[src/rtl/puf_key_recon_ctrl.sv]
// rtl/puf_key_recon_ctrl.sv - sequences a Hamming(15,11) decoder to rebuild a PUF key
module puf_key_recon_ctrl #(
    parameter  int NUM_WORDS = 4,
    parameter  int MAX_CORR  = 4,
    localparam int KEY_W     = 11 * NUM_WORDS
) (
    input  logic             clk,
    input  logic             rst_n,
    input  logic             start,
    input  logic             cw_valid,
    output logic             cw_ready,
    input  logic [14:0]      cw_data,
    output logic [14:0]      dec_cw,
    output logic             dec_enable,
    input  logic [10:0]      dec_data,
    output logic [KEY_W-1:0] key_out,
    output logic             key_valid,
    output logic             busy,
    output logic [7:0]       corr_count,
    output logic             fail
);

    localparam int                IDX_W  = (NUM_WORDS > 1) ? $clog2(NUM_WORDS) : 1;
    localparam logic [IDX_W-1:0]  L_LAST = IDX_W'(NUM_WORDS - 1);
    localparam logic [7:0]        L_MAX  = 8'(MAX_CORR);

    typedef enum logic [1:0] {
        S_IDLE,
        S_WAIT_CW,
        S_DECODE,
        S_DONE
    } state_t;

    state_t             r_state;
    state_t             w_next;
    logic [IDX_W-1:0]   r_idx;
    logic [14:0]        r_dec_cw;
    logic [KEY_W-1:0]   r_key;
    logic [7:0]         r_corr;
    logic               r_key_valid;
    logic               r_fail;
    logic [10:0]        w_raw;

    // Data bits sit at the non-power-of-two codeword positions.
    assign w_raw = {r_dec_cw[14:8], r_dec_cw[6:4], r_dec_cw[2]};

    always_ff @(posedge clk or negedge rst_n) begin
        if (!rst_n) begin
            r_state <= S_IDLE;
        end else begin
            r_state <= w_next;
        end
    end

    always_comb begin
        w_next = r_state;
        case (r_state)
            S_IDLE:    if (start) w_next = S_WAIT_CW;
            S_WAIT_CW: if (cw_valid) w_next = S_DECODE;
            S_DECODE:  w_next = (r_idx == L_LAST) ? S_DONE : S_WAIT_CW;
            S_DONE:    w_next = S_IDLE;
            default:   w_next = S_IDLE;
        endcase
    end

    always_ff @(posedge clk or negedge rst_n) begin
        if (!rst_n) begin
            r_idx       <= '0;
            r_dec_cw    <= '0;
            r_key       <= '0;
            r_corr      <= '0;
            r_key_valid <= 1'b0;
            r_fail      <= 1'b0;
        end else begin
            case (r_state)
                S_IDLE: begin
                    if (start) begin
                        r_idx       <= '0;
                        r_key       <= '0;
                        r_corr      <= '0;
                        r_key_valid <= 1'b0;
                        r_fail      <= 1'b0;
                    end
                end
                S_WAIT_CW: begin
                    if (cw_valid) begin
                        r_dec_cw <= cw_data;
                    end
                end
                S_DECODE: begin
                    for (int k = 0; k < NUM_WORDS; k++) begin
                        if (r_idx == IDX_W'(k)) begin
                            r_key[k*11 +: 11] <= dec_data;
                        end
                    end
                    // Parity-only corrections leave the data bits equal to raw.
                    if ((dec_data != w_raw) && (r_corr != 8'hFF)) begin
                        r_corr <= r_corr + 8'd1;
                    end
                    if (r_idx != L_LAST) begin
                        r_idx <= r_idx + IDX_W'(1);
                    end
                end
                S_DONE: begin
                    r_key_valid <= 1'b1;
                    r_fail      <= (r_corr > L_MAX);
                end
                default: ;
            endcase
        end
    end

    assign busy       = (r_state != S_IDLE);
    assign cw_ready   = (r_state == S_WAIT_CW);
    assign dec_enable = (r_state == S_DECODE);
    assign dec_cw     = r_dec_cw;
    assign key_out    = r_key;
    assign key_valid  = r_key_valid;
    assign corr_count = r_corr;
    assign fail       = r_fail;

endmodule

[config.mk]
export PLATFORM = sky130hd
export DESIGN_NAME = puf_key_recon_ctrl
export DESIGN_NICKNAME = d
export VERILOG_FILES = /design/src/rtl/puf_key_recon_ctrl.sv
export SDC_FILE = /design/constraint.sdc
export NUM_CORES = 1
export LEC_CHECK = 0
export ABC_AREA = 0
export CAP_MARGIN = 20
export CELL_PAD_IN_SITES_DETAIL_PLACEMENT = 0
export CELL_PAD_IN_SITES_GLOBAL_PLACEMENT = 1
export CORE_ASPECT_RATIO = 0.75
export CORE_MARGIN = 2
export CORE_UTILIZATION = 37
export DETAILED_ROUTE_END_ITERATION = 8
export MAX_ROUTING_LAYER = met4
export PLACE_DENSITY_LB_ADDON = 0.3
export SYNTH_ARGS = -nofsm -noshare
export SYNTH_HDL_FRONTEND = slang
export SYNTH_SLANG_ARGS = --single-unit
export TNS_END_PERCENT = 100
[constraint.sdc]
create_clock -name clk -period 4.51 [get_ports clk]
set_clock_uncertainty 0.05 [all_clocks]
set_input_delay 0.6765 -clock clk [delete_from_list [all_inputs] [get_ports clk]]
set_output_delay 0.6765 -clock clk [all_outputs]
set_load 0.03 [all_outputs]
==> summary.txt <==
Die
  – Die Ht: 83.5 µm
  – Starting Density: 38.8%
  – CORE AREA: 0.00802 mm²
  – Die X: 110 µm
  – Die area: just over 0.009 mm²
  – Top-Level Pins: 102
  – FP Rows: 28

Drt
  – Routed wire per std cell: ~15 µm
  – Final WL: 7740 µm
  – DR vias/cell: 4.84
  – Drt pass-1 iters: 5
  – Met3 wire len: 427 µm
  – Metal1 wirelength: about 4000 µm
  – Initial DRC count: 186
  – Top sig layer: met4
  – Metal2 WL: 3270 µm
  – Via count: 2421
  – Remaining DRCs: 0
  – ANT nets after route: 0

Setup path
  – Worst EP arrival: 2.50 ns
  – Worst endpoint required time: 3.78 ns
  – Crit Path Max Fanout: 23
  – FF-to-FF End: corr_count[1]$_DFFE_PN0P_
  – FF-to-FF Start: r_state[1]$_DFFE_PN0P_
  – Startpoint Class: flop
  – Slowest CP cell: clkdlybuf4s50_1
  – Reg2Reg Setup Slack: 2.34 ns
  – Delay-heaviest family, CP: buffers and inverters
  – R2R depth: 5
  – CP Capture Type: output port
  – CP Class: reg2out
  – Crit-path cells: nand2b_1, inv_1, clkdlybuf4s50_1
  – Worst path buffer plus inverter count: 2
  – CP max stage delay: around 0.81 ns

Synthesis
  – Post-Syn Instances: 287
  – Syn nets: 323
  – Post-Syn Area: 0.00311 mm²
  – Syn avg cell area: 10.9 µm²
  – YS warnings: 0
  – Synth cell types: 36
  – Register area share after synthesis: 58.7%
  – Synthesis-stage register bit count: 73

Clocking
  – Clk Latency, worst-skew pair: 0.35 ns
  – CTS max path bufs: 2
  – CTS sink count: 73
  – Cts bufs inserted: 9
  – Cts hold-fix bufs: 0
  – Post-cts sizing count: 0
  – Clock Tree Root: clkbuf_8
  – TritonCTS clock tree: built
  – Postcts setup bufs: 0
  – Clock-pin slew of the registers on the worst-case setup and hold paths: approximately 0.090 ns
  – H-tree levels: 3

Cells and area
  – # fillers: approximately 740
  – Final #Nets: 426
  – Most common cell after layout, fill and taps aside: clkdlybuf4s50_1
  – Antenna Cells: 0
  – Most frequent cells in the layout: clkdlybuf4s50_1, dfrtp_1, nand2_1
  – P&R area growth vs syn: 41.4%
  – Layout cells sized above 1: between 10% and 20%
  – Area occupied by multi-input gates: 0.00119 mm²
  – Design area: between 0.004 and 0.005 mm²
  – Register area: 0.00183 mm²

Placement
  – Area after DPL: 0.00422 mm²
  – Post-DP HPWL: between 5000 and 6000 µm
  – PortBufs: 101
  – Final Wtd Congestion: 0.787

STA
  – Setup violations, final: 0
  – Unrepaired setup endpoints after global routing: false
  – Slew Limit Headroom: 38.8%
  – Final hold violation count: 0
  – Max Transition Viols Final: 0
  – Highest Clock Rate: 309 MHz
  – Setup TNS: 0 ns
  – Final period util: a little under three quarters
  – Slew @ Worst Pin: roughly 0.92 ns
  – Final Critical Period: ~3.2 ns

Pwr
  – Maximum VDD drop: 0.000370 V
  – Static Leak: 0.00189 µW
  – Total power: 2870 µW
  – Pwr/cell area: 651 mW/mm²

Job
  – Max-Cap Viols: 0

Global routing
  – Gr ovfl total: 0
  – Vias in the first global route: around 2500
  – Largest net degree at the start of global routing: 74
  – Initial antenna violation count: 0
  – Tot GR Track Use: 18.9%
  – First-pass GRT wire length: 12800 µm

Worst hold path
  – Hold crit path type: in2async

Status
  – Run status: finished, final reports clean
-- synth_stat cells --
library cell | instances | area share (%)
a2111o_2 | 1 | 0.40
a211o_1 | 3 | 0.84
a21oi_1 | 6 | 0.96
a22o_1 | 3 | 0.84
and2b_1 | 1 | 0.24
and3_1 | 3 | 0.60
and4_1 | 1 | 0.28
buf_2 | 2 | 0.32
buf_6 | 2 | 0.72
clkbuf_1 | 9 | 1.1
dfrtp_1 | 73 | 59
ha_1 | 6 | 2.4
inv_1 | 8 | 0.96
mux2_2 | 17 | 6.1
mux2_4 | 1 | 0.48
mux2i_1 | 1 | 0.32
nand2_1 | 61 | 7.4
nand2b_1 | 2 | 0.40
nand3_1 | 2 | 0.32
nand4_1 | 3 | 0.60
nor2_1 | 9 | 1.1
nor3_1 | 1 | 0.16
nor3_2 | 1 | 0.32
nor3_4 | 1 | 0.52
nor3b_4 | 1 | 0.60
nor4_1 | 4 | 0.80
o2111ai_1 | 1 | 0.28
o21ai_0 | 46 | 7.4
o21ai_1 | 1 | 0.16
o22ai_1 | 1 | 0.20
o2bb2ai_1 | 1 | 0.28
o311ai_0 | 2 | 0.56
or2_2 | 1 | 0.20
or4_4 | 1 | 0.36
xnor2_1 | 8 | 2.2
xor2_1 | 3 | 0.84
-- worst max path at each step --
stage | startpoint | cells after the start | endpoint | slack (ns)
after floorplan | start | 5 | corr_count[1]$_DFFE_PN0P_ | 2.30
after global placement | r_state[0]$_DFFE_PN0P_ | 3 | dec_enable | 1.69
after detailed placement | r_state[0]$_DFFE_PN0P_ | 3 | dec_enable | 1.66
after CTS | r_state[0]$_DFFE_PN0P_ | 3 | dec_enable | 1.24
after global routing | r_state[0]$_DFFE_PN0P_ | 3 | dec_enable | 1.15
final | r_state[0]$_DFFE_PN0P_ | 3 | dec_enable | 1.28
-- kinds of logic (layout without fill, tap and decap cells) --
group / Yosys count / in the layout / synth area share, %
simple gates: 92 / 92 / 13.9
flops: 73 / 73 / 58.7
compound gates: 65 / 65 / 11.9
buf+inv: 21 / 129 / 3.09
mux: 19 / 19 / 6.95
xor+xnor: 11 / 11 / 3.09
fa+ha+maj: 6 / 6 / 2.41
-- cell type report --
class	count	share of cell area [%]
multi-input combinational	193	27.1
inverter	8	0.682
timing repair buffer	105	23.6
clock inverter	7	1.39
clock buffer	9	2.81
tap	105	2.98
sequential	73	41.5
-- worst reg2reg max path: cells and delay by family, from the launching register on --
family | cells | cell delay, ns
simple gates | 4 | 1.16
flops | 1 | 0.54
mux | 1 | 0.30
-- sequential cells by signal (all words and copies together), names as in the netlist --
signal	count
corr_count	8
dec_cw	15
fail	1
key_out	44
key_valid	1
r_idx	2
r_state	2
-- layer usage --
metal / GRT usage [%] / up-vias
met5: - / -
met4: 4.26 / 0
met3: 6.48 / 6
met2: 25.4 / 79
met1: 27.4 / 1144
li1: - / 1192
-- report_power, final --
part / switching (µW) / total, µW / leakage [µW] / internal [µW]
sequential: 163 / 1020 / 0.000971 / 856
clock: 273 / 483 / 0.0000888 / 210
combinational: 790 / 1360 / 0.000829 / 574
-- metrics by stage --
step                utilization [%]  hold slack (ns)  setup slack [ns]  instances
finish                         54.9            0.410              1.28        500
global route                   54.9            0.465              1.15        500
CTS                            54.9            0.428              1.24        500
detailed placement             52.6            0.424              1.66        484
global placement               52.6            0.411              1.69        484
floorplan                         -            0.331              2.30        287
(Power assumes the default switching activity.)
